==> src/rtl/adventure_game_if.sv <==
// Board-side bundle for the adventure game: direction buttons in, room/status LEDs out.
// The master drives the buttons and watches the status; the game block is the slave.
interface adventure_game_if #(
    parameter int LIVES     = 3,
    parameter int DRAGON_HP = 2,
    parameter int MOVE_W    = 8
);
    localparam int LW = $clog2(LIVES + 1);
    localparam int HW = $clog2(DRAGON_HP + 1);

    logic              n;
    logic              s;
    logic              e;
    logic              w;
    logic [6:0]        room;
    logic              sw;
    logic              win;
    logic              d;
    logic              game_over;
    logic [LW-1:0]     lives;
    logic [HW-1:0]     dragon_hp;
    logic [MOVE_W-1:0] moves;

    modport master (
        output n, s, e, w,
        input  room, sw, win, d, game_over, lives, dragon_hp, moves
    );

    modport slave (
        input  n, s, e, w,
        output room, sw, win, d, game_over, lives, dragon_hp, moves
    );
endinterface

==> src/rtl/adventure_game.sv <==
// One-hot room FSM for the adventure lab: map, sword, multi-hit dragon fight,
// lives with respawn and a saturating move counter, all held in registers.
module adventure_game #(
    parameter int LIVES     = 3,
    parameter int DRAGON_HP = 2,
    parameter int MOVE_W    = 8
) (
    input  logic            clk,
    input  logic            reset,
    adventure_game_if.slave game
);
    localparam int LW = $clog2(LIVES + 1);
    localparam int HW = $clog2(DRAGON_HP + 1);

    typedef enum logic [6:0] {
        CAVE    = 7'b0000001,
        TUNNEL  = 7'b0000010,
        RIVER   = 7'b0000100,
        STASH   = 7'b0001000,
        DEN     = 7'b0010000,
        VICTORY = 7'b0100000,
        DEATH   = 7'b1000000
    } room_t;

    room_t             state;
    room_t             target;
    logic              move_ok;
    logic              sword;
    logic              over;
    logic [LW-1:0]     lives_left;
    logic [HW-1:0]     hp_left;
    logic [MOVE_W-1:0] move_count;
    logic [3:0]        buttons;

    assign buttons = {game.n, game.s, game.e, game.w};

    // Exit table for the walkable rooms; only single-button presses count.
    always_comb begin
        move_ok = 1'b0;
        target  = state;
        if ($onehot(buttons)) begin
            case (state)
                CAVE: begin
                    if (game.e) begin
                        target  = TUNNEL;
                        move_ok = 1'b1;
                    end
                end
                TUNNEL: begin
                    if (game.w) begin
                        target  = CAVE;
                        move_ok = 1'b1;
                    end else if (game.s) begin
                        target  = RIVER;
                        move_ok = 1'b1;
                    end
                end
                RIVER: begin
                    if (game.n) begin
                        target  = TUNNEL;
                        move_ok = 1'b1;
                    end else if (game.w) begin
                        target  = STASH;
                        move_ok = 1'b1;
                    end else if (game.e) begin
                        target  = DEN;
                        move_ok = 1'b1;
                    end
                end
                STASH: begin
                    if (game.e) begin
                        target  = RIVER;
                        move_ok = 1'b1;
                    end
                end
                default: begin
                    move_ok = 1'b0;
                end
            endcase
        end
    end

    always_ff @(posedge clk or posedge reset) begin
        if (reset) begin
            state      <= CAVE;
            sword      <= 1'b0;
            over       <= 1'b0;
            lives_left <= LW'(LIVES);
            hp_left    <= HW'(DRAGON_HP);
            move_count <= '0;
        end else begin
            case (state)
                CAVE, TUNNEL, RIVER, STASH: begin
                    if (move_ok) begin
                        state <= target;
                        if (move_count != '1) begin
                            move_count <= move_count + 1'b1;
                        end
                        if (target == STASH) begin
                            sword <= 1'b1;
                        end
                    end
                end
                DEN: begin
                    if (sword) begin
                        if (hp_left <= HW'(1)) begin
                            hp_left <= '0;
                            state   <= VICTORY;
                        end else begin
                            hp_left <= hp_left - 1'b1;
                        end
                    end else begin
                        state <= DEATH;
                        // The last life makes Death terminal on this same edge.
                        if (lives_left <= LW'(1)) begin
                            lives_left <= '0;
                            over       <= 1'b1;
                        end else begin
                            lives_left <= lives_left - 1'b1;
                        end
                    end
                end
                VICTORY: begin
                    state <= VICTORY;
                end
                DEATH: begin
                    if (!over) begin
                        state   <= CAVE;
                        sword   <= 1'b0;
                        hp_left <= HW'(DRAGON_HP);
                    end
                end
                default: begin
                    state <= CAVE;
                end
            endcase
        end
    end

    assign game.room      = state;
    assign game.sw        = sword;
    assign game.win       = state[5];
    assign game.d         = state[6];
    assign game.game_over = over;
    assign game.lives     = lives_left;
    assign game.dragon_hp = hp_left;
    assign game.moves     = move_count;
endmodule

==> src/flat_wrapper.sv <==
// flat-port wrapper written by rule: the top's interface ports become plain ports
module adventure_game_flat 
#(
    parameter int LIVES     = 3,
    parameter int DRAGON_HP = 2,
    parameter int MOVE_W    = 8
)
  (clk, reset, game_n, game_s, game_e, game_w, game_room, game_sw, game_win, game_d, game_game_over, game_lives, game_dragon_hp, game_moves);
  adventure_game_if #(.LIVES(LIVES), .DRAGON_HP(DRAGON_HP), .MOVE_W(MOVE_W)) game_i ();
  input  logic clk;
  input  logic reset;
  input wire logic [$bits(game_i.n)-1:0] game_n;
  input wire logic [$bits(game_i.s)-1:0] game_s;
  input wire logic [$bits(game_i.e)-1:0] game_e;
  input wire logic [$bits(game_i.w)-1:0] game_w;
  output wire logic [$bits(game_i.room)-1:0] game_room;
  output wire logic [$bits(game_i.sw)-1:0] game_sw;
  output wire logic [$bits(game_i.win)-1:0] game_win;
  output wire logic [$bits(game_i.d)-1:0] game_d;
  output wire logic [$bits(game_i.game_over)-1:0] game_game_over;
  output wire logic [$bits(game_i.lives)-1:0] game_lives;
  output wire logic [$bits(game_i.dragon_hp)-1:0] game_dragon_hp;
  output wire logic [$bits(game_i.moves)-1:0] game_moves;
  assign game_i.n = game_n;
  assign game_i.s = game_s;
  assign game_i.e = game_e;
  assign game_i.w = game_w;
  assign game_room = game_i.room;
  assign game_sw = game_i.sw;
  assign game_win = game_i.win;
  assign game_d = game_i.d;
  assign game_game_over = game_i.game_over;
  assign game_lives = game_i.lives;
  assign game_dragon_hp = game_i.dragon_hp;
  assign game_moves = game_i.moves;
  adventure_game #(.LIVES(LIVES), .DRAGON_HP(DRAGON_HP), .MOVE_W(MOVE_W)) u_core (.clk(clk), .reset(reset), .game(game_i));
endmodule
==> config.mk <==
export PLATFORM = sky130hd
export DESIGN_NAME = adventure_game_flat
export DESIGN_NICKNAME = d
export VERILOG_FILES = /design/src/rtl/adventure_game_if.sv /design/src/rtl/adventure_game.sv /design/src/flat_wrapper.sv
export SDC_FILE = /design/constraint.sdc
export NUM_CORES = 1
export LEC_CHECK = 0
export BUFFER_PORTS_ARGS = -buffer_cell sky130_fd_sc_hd__buf_2
export CAP_MARGIN = 15
export CORE_MARGIN = 1
export CORE_UTILIZATION = 50
export DETAILED_ROUTE_END_ITERATION = 8
export PLACE_DENSITY_LB_ADDON = 0.25
export SYNTH_ARGS = -nofsm -noshare
export SYNTH_HDL_FRONTEND = slang
export SYNTH_SLANG_ARGS = --single-unit
==> constraint.sdc <==
create_clock -name clk -period 3 [get_ports clk]
set_clock_uncertainty 0.15 [all_clocks]
set_input_delay 0.3 -clock clk [delete_from_list [all_inputs] [get_ports clk]]
set_output_delay 0.3 -clock clk [all_outputs]
set_load 0.05 [all_outputs]
# --- Word level (Yosys, flattened, before mapping) ---
# Cells that the tools add are included.
word_totals:
  out_inout_bits: 23
  rom_bits: 0
  register_bits: 21
  mem_count: 0
  word_cells: 70
  latch_bits: 0
  mem_bits_rw: 0
op_classes:
  n_lt_le_gt_ge: 2
  n_mux: 30
  reduce_logical: 10
  add_sub_neg: 6
  div: 0
  eq_ne: 15
  shifts: 0
  bitwise_logic: 1
  n_mul: 0
op_table:
  columns: ["op", "n"]
  rows:
  - ["two-way mux 7 bit", 12]
  - ["one-hot mux 7 bit (4 select lines)", 2]
  - ["== test 7 x 4 -> 1 bit, second input constant", 2]
  - ["AND reduction 3 bit", 4]
  - ["two-way mux 1 bit", 9]
  - ["adder 8 x 1 -> 8 bit, second input constant", 1]
  - ["two-way mux 2 bit", 4]
  - ["!= test 8 bit, second input constant", 1]
  - ["== test 7 x 1 -> 1 bit, second input constant", 1]
  - ["== test 7 x 2 -> 1 bit, second input constant", 1]
  - ["== test 7 x 3 -> 1 bit, second input constant", 1]
  - ["== test 7 x 5 -> 1 bit, second input constant", 1]
  - ["== test 7 x 6 -> 1 bit, second input constant", 1]
  - ["== test 7 bit, second input constant", 1]
  - ["!= test 2 x 1 -> 1 bit, second input constant", 3]
  - ["adder 1 x 1 -> 2 bit", 2]
  - ["less-or-equal comparator 2 x 1 -> 1 bit, second input constant", 2]
  - ["one-hot mux 2 bit (2 select lines)", 1]
  - ["AND reduction 4 bit", 1]
  - ["nonzero test 2 bit", 2]
  - ["OR reduction 4 bit", 1]
  - ["subtractor 2 x 1 -> 2 bit, second input constant", 2]
  - ["adder 3 bit", 1]
  - ["== test 3 x 1 -> 1 bit, second input constant", 1]
  - ["other kinds (7)", 7]

# --- Depth between registers and ports, before layout ---
depth:
  depth_word: 9
  mapped_depth: 9
  ltp_nobuf: 9

# --- Worst setup path after synthesis ---
# OpenSTA, ideal clock, no wires.
synth_path:
  kind: "input -> register"
  startpoint: "input game_w"
  endpoint: "register u_core.move_count[1], in the netlist u_core.game.moves[1]"
  stages: 9
  arrival_ns: 2.548
  setup_ns: 0.125
  required_ns: 2.725
  slack_ns: 0.177
  path_cell_list: "inv_1 -> ha_1 -> ha_1 -> fa_1 -> nor3b_1 -> nand2_1 -> a41o_1 -> nor2_1 -> mux2_2"
synth_between:
  elab_chain_len: 5
  elab_cells_between_ends: 9
  cone_classes: "add/sub: 2; eq/ne: 1; mux: 5; reduce/logical: 1"
synth_rtl:
  columns: ["item", "line_no", "text"]
  rows:
  - ["start, declared", "flat_wrapper.sv:15", "input wire logic [$bits(game_i.w)-1:0] game_w;"]
  - ["adder 1 x 1 -> 2 bit (implied by the code) / two-way mux 1 bit (equally long branches)", "adventure_game.sv:41, adventure_game.sv:62", null]
  - ["adder 3 bit (implied by the code) / two-way mux 1 bit (equally long branches)", "adventure_game.sv:41, adventure_game.sv:59", null]
  - ["== test 3 x 1 -> 1 bit / one-hot mux 1 bit (3 select lines) (equally long branches)", "adventure_game.sv:41, adventure_game.sv:42", null]
  - ["two-way mux 1 bit (*)", "adventure_game.sv:41", "if ($onehot(buttons)) begin"]
  - ["AND reduction 3 bit (no line) (*)", null, null]
  - ["end signal, assigned", "adventure_game.sv:97", "move_count <= move_count + 1'b1;"]
  - ["end, declared", "adventure_game.sv:32", "logic [MOVE_W-1:0] move_count;"]
# Every way passes the cells marked *; elsewhere a longest branch is shown, timed or not.
# A chain may end at the register's enable or synchronous reset.

# --- Worst setup path after layout ---
layout_path:
  startpoint: "input game_e"
  endpoint: "register u_core.move_count[1], in the netlist u_core.game.moves[1]"
layout_between:
  elab_chain_len: 6
  elab_cells_between_ends: 9
  cone_classes: "add/sub: 2; eq/ne: 1; mux: 5; reduce/logical: 1"
layout_rtl:
  columns: ["item", "line_no", "text"]
  rows:
  - ["start, declared", "flat_wrapper.sv:14", "input wire logic [$bits(game_i.e)-1:0] game_e;"]
  - ["branches (longest 4 deep; another with adder 3 bit)", null, null]
  - ["two-way mux 1 bit (*)", "adventure_game.sv:41", null]
  - ["AND reduction 3 bit (no line) (*)", null, null]
# Mark *: on every way between the ends.

==> out/metrics.sh <==
SYNTH.MUX.AREA_FRACTION_PCT=1.66
CRITICAL_PATH.CELL_CHAIN='buf_2 -> inv_1 -> ha_1 -> ha_1 -> fa_1 -> nor3b_1 -> buf_4 -> nand2_1 -> a41o_1 -> nor2_1 -> mux2_2'
DIE_AREA_MM2=0.00293
YS_SEQ_ELEMENTS=21
TIMING_MAX_TRANSITION_VIOLATIONS_FINAL=0
YOSYS_WARNINGS=0
DIE_W_UM=54.2
POSTSYNTHCELLCOUNT=141
TIMING.CRITICAL_PATH.FROM_TYPE='primary input'
SYNTH_TOP_FAMILY_BY_AREA='simple AND/OR/NAND/NOR gates'
SIGNAL_ARRIVAL_TIME_AT_THE_WORST_ENDPOINT_NS=2.66
WORSTSETUPPATHDEPTH=11
PORTBUFFERS=28
ROUTE.FINAL.WIRE_LENGTH_UM=2830
WORST-R2R-SETUP-SLACK_NS=0.71
RUN_STATUS='complete, no violations'
PEAKVDDDROP_uV=227
TIMING.SLEW.HEADROOM_PCT=46.8
DRT-INITIAL-DRC-COUNT=37
PWR_DENSITY_mW_PER_MM2=294
FLOORPLAN.CORE_AREA_MM2=0.00252
FINAL_CELL_COUNT_NO_FILL=200
POST_ROUTE_CELLS_DRIVE_ABOVE_1_SHARE_PCT=30.6
CTS_SETUP_BUFFERS=0
YS_ASYNC_SR_FRACTION_PCT=100
SETUP_VIOL=0
GPL.FINAL_WEIGHTED_CONGESTION=0.863
AVGSYNTHCELLAREA_UM2=9.65
FINALNETCOUNT=183
CRITICAL_PATH.N_BUFFERS_INVERTERS=3
CTS_TREE='built'
DRC_VIOLS=0
SYNTH_CELL_TYPE_COUNT=48
WORSTREGTOREGCELLS=5
NUM_ROWS=18
CRITICAL_PATH.ENDPOINT='u_core.game.moves[1]'
CRIT-REG2REG-CAPTURE='u_core.game.moves[6]'
SYNTH.CELLS.MOST_FREQUENT='sky130_fd_sc_hd__dfrtp_1 (17), sky130_fd_sc_hd__nand2_1 (12), sky130_fd_sc_hd__nor2_1 (12)'
SYNTHADDERAREAFRAC_PCT=6.07
MAXCAP_VIOL_COUNT=0
CLOCK_INSERTION_DELAY_WORST_SKEW_NS=0.30
TOP_LEVEL_PORTS=29
SYNTH_SEQ_AREA_SHARE_PCT=39.0
POSTSYNTH.TOPFLOPCELL='sky130_fd_sc_hd__dfrtp_1'
DPL.HPWL_UM=2090
SYNTH_ENABLE_FLOP_CELLS=0
SYNTHTOPCELLSBYAREA='sky130_fd_sc_hd__dfrtp_1 (31%), sky130_fd_sc_hd__dfstp_2 (7.7%), sky130_fd_sc_hd__ha_1 (4.6%), sky130_fd_sc_hd__nand2_1 (3.3%), sky130_fd_sc_hd__nor2_1 (3.3%)'
REGTOREGSTARTPOINT='u_core.game.room[2]'
GRT_PASS1_WL_UM=4640
CTS_BUFFERS=3
SETUP_REPAIR_AFTER_GLOBAL_ROUTING_MISSED_ITS_MARGIN='false'
ACHIEVABLE-FREQUENCY_MHz=383
FLOORPLAN.INITIALDENSITY_PCT=53.9
WORST_PIN_SLEW_NS=0.798
CLKSLEWWORSTSETUPHOLDPATHS_NS=0.12
WORST-SETUP-PATH-TYPE='primary input to register'
VIA_PER_INST=5.92
CRITICAL-PATH-TOP-CELL-BY-COUNT='sky130_fd_sc_hd__ha_1'
VIA_COUNT=1184
DETAIL-ROUTE-ANTENNA-NETS=0
DRT-PASS1-ITER-COUNT=4
SETUP.WORST_PATH.END_CLASS='register'
FINAL_MIN_PERIOD_OVER_CLOCK_PERIOD_PCT=87.1
GR-USAGE-ALL-LAYERS_PCT=21.8
CRIT_START='game_e'
TRITONCTS_NUM_SINKS=21
CRIT_SLOWEST_CELL='sky130_fd_sc_hd__fa_1'
WORSTHOLDPATHTYPE='primary input to register'
SYNTH-XOR-AREA-SHARE_PCT=5.15
FP.DIEH_UM=54.2
SETUP_TNS_NS=0
POST-SYNTH-TOP-COUNT-CELL='sky130_fd_sc_hd__dfrtp_1'
CPLARGESTDELAYFAMILY='adder cells'
SYNTH_AREA_IN_COMPOUND_GATES_PCT=15.5
SYNTH_TOP_CELL_BY_AREA='sky130_fd_sc_hd__dfrtp_1'
NUM_ANTENNA_CELLS=0
SYN-CELL-AREA_MM2=0.00136
CP_DATA_REQUIRED_TIME_NS=3.05
SYNTH.NET_COUNT=153
CRITICAL_PATH.MAX_STAGE_DELAY_NS=0.43
GRT_START_MAX_NET_PINS=22
CTS_MAX_LEVEL=1
CLK_PATH_BUF_DEPTH=2
POST_CTS_RESIZED=0
AREAGROWTHSYNTHTOFINISH_PCT=14.0
CRITICAL_PATH.MAX_FANOUT=4
NUMBER_OF_GLOBAL_ROUTE_VIAS_BEFORE_REPAIR=1094
POST-PLACE-CELLS=195
GRT_REMAINING_OVERFLOW=0
SYNTHSIMPLEGATEAREAFRAC_PCT=26.3
HOLD_VIOLATIONS=0
PLEAK_nW=0.753
SYNTH_LARGEST_TYPE_AREA_FRACTION_PCT=31.3
FIN_CRIT_NS=2.61
WL_PER_CELL_UM=14.2
ANTENNA_FOUND_INITIAL=0
CLOCKROOTBUFFER='sky130_fd_sc_hd__clkbuf_4'
==> tightest hold or removal path, cell delays in order <==
cell                      delay (ns)
sky130_fd_sc_hd__buf_2          0.09
sky130_fd_sc_hd__inv_1          0.06
sky130_fd_sc_hd__a41oi_1        0.17
sky130_fd_sc_hd__o31ai_1        0.08
==> how the worst min path moves through the flow <==
stage / slack (ns) / start / to / depth (start not counted)
finish: 0.28 / game_w / u_core.game.room[4] / 4
global route: 0.29 / game_w / u_core.game.room[4] / 4
CTS: 0.27 / game_w / u_core.game.room[4] / 4
detailed placement: 0.34 / u_core.game.moves[4] / u_core.game.moves[4] / 1
global placement: 0.32 / reset / u_core.game.dragon_hp[0] / 2
floorplan: 0.12 / reset / u_core.game.dragon_hp[0] / 1
==> report_power, final <==
part | switching, mW | internal (mW) | leakage, nW | total, mW
Clock | 0.0858 | 0.0496 | 0.0177 | 0.135
Combinational | 0.0212 | 0.0160 | 0.472 | 0.0372
Sequential | 0 | 0.283 | 0.263 | 0.283
==> registers in the layout, summed over array words and instances, names as in the netlist <==
signal,cells
u_core.game.dragon_hp,2
u_core.game.game_over,1
u_core.game.lives,2
u_core.game.moves,8
u_core.game.room,7
u_core.game.sw,1
==> area by class of cell <==
type                            count  area, um^2
Inverter                            8        30.0
Clock inverter                      1        5.00
Fill cell                         229         972
Timing Repair Buffer               33         180
Tap cell                           30        37.5
Clock buffer                        3        22.5
Sequential cell                    21         531
Multi-Input combinational cell    104         744
==> cells in the final DEF, fill, tap and decap left out, types with 2 or more instances in the layout <==
| master | Yosys | routed |
|---|---|---|
| sky130_fd_sc_hd__nor3b_1 | 4 | 4 |
| sky130_fd_sc_hd__o21ai_0 | 4 | 4 |
| sky130_fd_sc_hd__a21o_1 | 4 | 4 |
| sky130_fd_sc_hd__buf_2 | 2 | 28 |
| sky130_fd_sc_hd__inv_1 | 8 | 8 |
| sky130_fd_sc_hd__nor4_1 | 3 | 3 |
| sky130_fd_sc_hd__nand2b_1 | 5 | 5 |
| sky130_fd_sc_hd__a31oi_1 | 2 | 2 |
| sky130_fd_sc_hd__mux2_2 | 2 | 2 |
| sky130_fd_sc_hd__a21oi_1 | 6 | 6 |
| sky130_fd_sc_hd__clkbuf_4 | 0 | 3 |
| sky130_fd_sc_hd__dfrtp_1 | 17 | 17 |
| sky130_fd_sc_hd__nand2_1 | 12 | 12 |
| sky130_fd_sc_hd__nor3_1 | 5 | 5 |
| sky130_fd_sc_hd__nor4_2 | 2 | 2 |
| sky130_fd_sc_hd__xnor2_1 | 3 | 3 |
| sky130_fd_sc_hd__buf_4 | 2 | 4 |
| sky130_fd_sc_hd__nand3_1 | 5 | 5 |
| sky130_fd_sc_hd__dfstp_2 | 4 | 4 |
| sky130_fd_sc_hd__xor2_1 | 5 | 5 |
| sky130_fd_sc_hd__nor2_1 | 12 | 12 |
| sky130_fd_sc_hd__ha_1 | 5 | 5 |
==> logic make-up (layout without fill, tap and decap cells) <==
group           Yosys count  count (layout)
compound gates           29              29
xor+xnor                  8               8
flops                    21              21
simple gates             59              59
fa+ha+maj                 6               6
mux                       2               2
buf+inv                  16              45
==> repair_timing <==
item | in CTS | in global routing
hold buffers | 1 | 0
endpoints found under the hold margin | 9 | 0
endpoints found under the setup margin | 0 | 0
==> routing by layer <==
| layer | track usage (%) | vias up | part of all wire (%) |
|---|---|---|---|
| met3 | 3.39 | 5 | 4.7 |
| met1 | 27.1 | 575 | 44 |
| met5 | 0 | - | 0 |
| met4 | 5.98 | 0 | 0.81 |
| li1 | - | 567 | - |
| met2 | 38.6 | 37 | 50 |
==> per-stage QoR <==
step                      utilization, %  hold WS, ns  power (mW)  area (um^2)  setup WS (ns)
after global routing                61.5        0.289       0.478         1550          0.211
after floorplan                        -        0.124       0.307         1360          0.177
after CTS                           61.5        0.268       0.465         1550          0.412
final                               61.5        0.280       0.456         1550          0.388
after detailed placement            60.0        0.341       0.325         1510         0.0722
after global placement              60.0        0.316       0.322         1510          0.146
(Power assumes the default switching activity.)
